File: config.mk
export PLATFORM = sky130hd
export DESIGN_NAME = fifo_rd_packer
export DESIGN_NICKNAME = d
export VERILOG_FILES = /design/src/rtl/fifo_rd_packer.sv
export SDC_FILE = /design/constraint.sdc
export NUM_CORES = 1
export LEC_CHECK = 0
export BUFFER_PORTS_ARGS = -buffer_cell sky130_fd_sc_hd__buf_4
export CAP_MARGIN = 30
export CORE_ASPECT_RATIO = 0.8
export CORE_UTILIZATION = 40
export DETAILED_ROUTE_END_ITERATION = 6
export GPL_TIMING_DRIVEN = 0
export PLACE_DENSITY = 0.67
export SLEW_MARGIN = 40
export SYNTH_ARGS = -nofsm -noshare
export SYNTH_HDL_FRONTEND = slang
export SYNTH_SLANG_ARGS = --single-unit
File: constraint.sdc
create_clock -name rd_clk -period 2.2 [get_ports rd_clk]
set_input_delay 0.33 -clock rd_clk [delete_from_list [all_inputs] [get_ports rd_clk]]
set_output_delay 0.33 -clock rd_clk [all_outputs]
set_load 0.1 [all_outputs]
File: src/rtl/fifo_rd_packer.sv
// fifo_rd_packer: reads IN_WIDTH words from a first-word-fall-through-less FIFO
// (data one cycle after the read strobe) and packs RATIO of them into one
// OUT_WIDTH output word, lane 0 first. Partial words are emitted on flush.
// Optional idle-timeout flush is enabled by defining PACKER_TIMEOUT_FLUSH_EN.
module fifo_rd_packer #(
  parameter int IN_WIDTH = 8,
  parameter int RATIO    = 4,
  parameter int TIMEOUT  = 16,
  localparam int OUT_WIDTH = IN_WIDTH * RATIO
) (
  input  logic                 rd_clk,
  input  logic                 rst,
  input  logic                 fifo_empty,
  input  logic [IN_WIDTH-1:0]  fifo_dout,
  output logic                 fifo_rd_en,
  input  logic                 flush,
  output logic [OUT_WIDTH-1:0] m_data,
  output logic [RATIO-1:0]     m_keep,
  output logic                 m_last,
  output logic                 m_valid,
  input  logic                 m_ready
);

  localparam int CW = $clog2(RATIO) + 1;
  localparam logic [CW-1:0] RATIO_C = CW'(RATIO);

  typedef enum logic {FILL = 1'b0, FLUSH = 1'b1} state_t;

  state_t               state_reg, state_next;
  logic [CW-1:0]        cnt_reg;
  logic                 inflight_reg;
  logic [OUT_WIDTH-1:0] acc_reg;
  logic [OUT_WIDTH-1:0] acc_merged;
  logic [RATIO-1:0]     keep_part;
  logic [CW-1:0]        cnt_sum;
  logic                 slot_free;
  logic                 pending;
  logic                 timeout_hit;
  logic                 trigger;
  logic                 load_full;
  logic                 load_flush;

  // Lanes that will be held once any in-flight word lands this cycle.
  assign cnt_sum   = cnt_reg + CW'(inflight_reg);
  assign slot_free = !m_valid || m_ready;
  assign pending   = (cnt_reg != '0) || inflight_reg;
  assign trigger   = flush || timeout_hit;

  assign fifo_rd_en = !fifo_empty && !rst && (state_reg == FILL) && (cnt_sum < RATIO_C);

  // The landing word is merged into the accumulator view so a full word can be
  // emitted on the same edge its last lane arrives (one bubble per word).
  for (genvar gi = 0; gi < RATIO; gi++) begin : g_lane
    assign acc_merged[gi*IN_WIDTH +: IN_WIDTH] =
      (inflight_reg && (cnt_reg == CW'(gi))) ? fifo_dout : acc_reg[gi*IN_WIDTH +: IN_WIDTH];
    assign keep_part[gi] = (CW'(gi) < cnt_reg);
  end

`ifdef PACKER_TIMEOUT_FLUSH_EN
  logic [7:0] idle_reg;
  logic       idle_cond;

  assign idle_cond   = (state_reg == FILL) && (cnt_reg != '0) && !inflight_reg && fifo_empty;
  assign timeout_hit = idle_cond && (idle_reg == 8'(TIMEOUT));

  // Idle counter: counts starved cycles with a partial word held, saturating at TIMEOUT.
  always_ff @(posedge rd_clk) begin
    if (rst || !idle_cond) begin
      idle_reg <= 8'd0;
    end else if (idle_reg != 8'(TIMEOUT)) begin
      idle_reg <= idle_reg + 8'd1;
    end
  end
`else
  assign timeout_hit = 1'b0;
`endif

  // Next-state and load decisions; a flush request outranks a normal full load
  // so a full word caught by flush leaves with m_last set.
  always_comb begin
    state_next = state_reg;
    load_full  = 1'b0;
    load_flush = 1'b0;
    case (state_reg)
      FILL: begin
        if (trigger && pending) begin
          state_next = FLUSH;
        end else if ((cnt_sum == RATIO_C) && slot_free) begin
          load_full = 1'b1;
        end
      end
      FLUSH: begin
        if (!inflight_reg && slot_free) begin
          load_flush = 1'b1;
          state_next = FILL;
        end
      end
      default: state_next = FILL;
    endcase
  end

  // State, lane accumulation and output register.
  always_ff @(posedge rd_clk) begin
    if (rst) begin
      state_reg    <= FILL;
      cnt_reg      <= '0;
      inflight_reg <= 1'b0;
      acc_reg      <= '0;
      m_data       <= '0;
      m_keep       <= '0;
      m_last       <= 1'b0;
      m_valid      <= 1'b0;
    end else begin
      state_reg    <= state_next;
      inflight_reg <= fifo_rd_en;
      if (load_full || load_flush) begin
        // Clearing the accumulator keeps unused lanes of later partial words zero.
        m_data  <= acc_merged;
        m_keep  <= load_full ? {RATIO{1'b1}} : keep_part;
        m_last  <= load_flush;
        m_valid <= 1'b1;
        cnt_reg <= '0;
        acc_reg <= '0;
      end else begin
        if (inflight_reg) begin
          acc_reg <= acc_merged;
          cnt_reg <= cnt_reg + CW'(1);
        end
        if (m_valid && m_ready) begin
          m_valid <= 1'b0;
        end
      end
    end
  end

endmodule
==> results.txt <==
Outcome = completed
# Max-Cap Violations = 0
WHS Path Cells = 2
Hold Buf Count CTS = 0
Global-route wire length before repair = 11080 µm
Pwr dens = 965.3 nW/µm²
Average wire per standard cell = 16.08 µm
R2r startpoint = cnt_reg[0]
Top cells by count, synth = dfxtp_1, nor2_1, a221oi_1
CP Capture Type = output port
Internal power = 2.313 mW
Most numerous cell in the Yosys netlist = dfxtp_1
Max Slew Vio Count = 0
Synth top area share = 53.50%
Routed vias/inst = 5.257
Logic gate share of total power = 23.1%
CP max FO = 7
Relative slew margins = 58.18%
Sequential-to-total area share from yosys stat = 53.50%
DRT iter0 DRCs = 81
Peak supply drop = 0.0004861 V
Post-CTS Setup Repair Bufs = 0
Die Width = 95.65 µm
# nets final = 353
Post-layout util = 54.59%
Share of total power in sequential cells = 42.7%
Die area = 7357 µm²
Dominant cells by area after synthesis = dfxtp_1, mux2i_1, a221oi_1
Initial Util = 42.71%
Largest net degree at the start of global routing = 13
DR pass1 iterations = 6
Yosys Warn Count = 0
Ys flop type = dfxtp_1
Worst min path class = primary input to flip-flop
Syn avg cell area = 10.24 µm²
Post-synth EDFFs = 0
Largest stage delay, worst path = 380 ps
Yosys cell types = 28
Levels on crit path = 5
Syn Nets = 292
Root Driver = clkbuf_8
Crit path kind = flip-flop to output port
Final Wtd Congestion = 0.7608
DRC = 0
Area grow syn2layout = 27.82%
Async SR Flop Fraction = 0%
Switching Fraction = 33.20%
Slowest-stage cell, CP = dfxtp_4
Startpoint Class = flip-flop
Port Buf Inserts = 50
CTS Buf Count = 9
Highest Clock Rate = 0.4773 GHz
Register area = 1506 µm²
Reg2Reg Depth = 7
RSZ-0062 raised after global routing = no
Psw = 1.149 mW
Vias in the first global route = 2171
I/O pin count = 52
CP Cell Sequence = ha_4 -> ha_4 -> xnor2_4 -> nor4b_4 -> buf_6
Setup violators final = 0
Ant. Diodes = 0
Post-synth top area cell = dfxtp_1
Crit path buf inv count = 1
Share of layout cells above drive strength 1 = 26.76%
Multi-input logic area = 1234 µm²
CTS tree = built
CP top delay family = flip-flops
Initial antenna violation count = 0
Most used cell, CP = ha_4
Total grt overflow = 0
Core footprint = 6571 µm²
CTS Buffer Depth = 2
Critical path arrival = 1770 ps
Critical Path RT = 1870 ps
Clk Latency, worst-skew pair = 340 ps
Clock power frac = 34.1%
CTS HTree Levels = 3
Hpwl dp = 4672 µm
Final hold violation count = 0
ANT nets after route = 0
Hold WS = 171.8 ps
Worst Setup EP = fifo_rd_en
Reg-to-reg endpoint = m_data[23]
GRT Total Usage = 20.15%
Vias = 2229
Clk pin slew, worst setup/hold paths = 70 ps
Worst setup path startpoint = cnt_reg[0]
Final Cycle Share = 95.24%
Clk_skew = 7.309 ps
Synthesized area = 2806 µm²
Clock Sinks = 75
Worst R2R Setup Slack = 130 ps
Die Span Y = 76.92 µm
Seq cells post-synth = 75
Row cnt = 26
Routed Wire Length = 6819 µm
Cts repair resizes = 0
Worst slew pin tran = 627.3 ps
Fill count = 631
Min cycle time layout = 2095 ps
Leakage = 1.567 nW
Post-Synthesis Cells = 274
-- placed cells by master, fill, tap and decap left out, types with 2 or more instances in the layout --
cell	Yosys	final
ha_1	5	3
buf_4	5	54
a221oi_1	34	34
ha_4	0	2
buf_2	8	8
nor4b_1	3	2
dfxtp_1	75	73
clkbuf_1	8	9
nand2_1	5	5
nor2b_1	2	2
clkbuf_8	0	12
a21oi_1	2	2
mux2i_1	33	33
a211oi_1	2	2
inv_1	6	6
nor2_1	70	70
nor3_1	2	2
-- metrics by stage --
step           std cells  worst slack, ps  cell area (µm²)  power, mW  TNS, ps
3_5_place_dp         408            71.34             3349      2.310        0
4_1_cts              424            45.37             3582      3.478        0
2_1_floorplan        274           -43.12             2869      2.128   -43.12
5_1_grt              424            7.601             3587      3.584        0
3_3_place_gp         408            119.0             3349      2.301        0
6_report             424            104.8             3587      3.463        0
-- power groups by stage --
stage | Sequential, mW | Combinational, mW | Clock (mW)
detailed placement | 1.51 | 0.800 | 0
global placement | 1.51 | 0.793 | 0
finish | 1.48 | 0.801 | 1.18
global route | 1.49 | 0.842 | 1.25
floorplan | 1.91 | 0.219 | 0
CTS | 1.48 | 0.802 | 1.20
-- kinds of logic after synthesis --
family | after synthesis | share of synthesized area (%)
AO/OA/AOI/OAI | 42 | 12.93
buffers and inverters | 27 | 4.637
flip-flops | 75 | 53.50
adder cells (fa/ha/maj) | 5 | 2.229
multiplexers | 33 | 11.77
XOR/XNOR | 3 | 0.9364
AND/OR/NAND/NOR | 89 | 14.00
-- how the worst min path moves through the flow --
stage,start,endpoint,slack (ps)
after global placement,m_keep[3],m_keep[3],450
after detailed placement,m_keep[3],m_keep[3],450
final,fifo_empty,inflight_reg,170
after global routing,fifo_empty,inflight_reg,160
after CTS,fifo_empty,inflight_reg,160
after floorplan,fifo_empty,inflight_reg,410
-- final cells by class --
type / instances / area share, %
sequential: 75 / 41.99
multi-input combinational: 172 / 34.39
timing repair buffer: 50 / 10.57
clock buffer: 14 / 5.406
buffer: 21 / 3.000
tap: 84 / 2.930
clock inverter: 2 / 1.081
inverter: 6 / 0.6278
-- layer usage --
metal / track usage (%) / up-vias / wire (µm)
li1: - / 1095 / -
met1: 28.16 / 1068 / 3467
met2: 29.71 / 59 / 2943
met3: 5.060 / 7 / 326
met4: 7.463 / 0 / 82
met5: 0 / - / 0
Power figures use the tool's default switching activity.
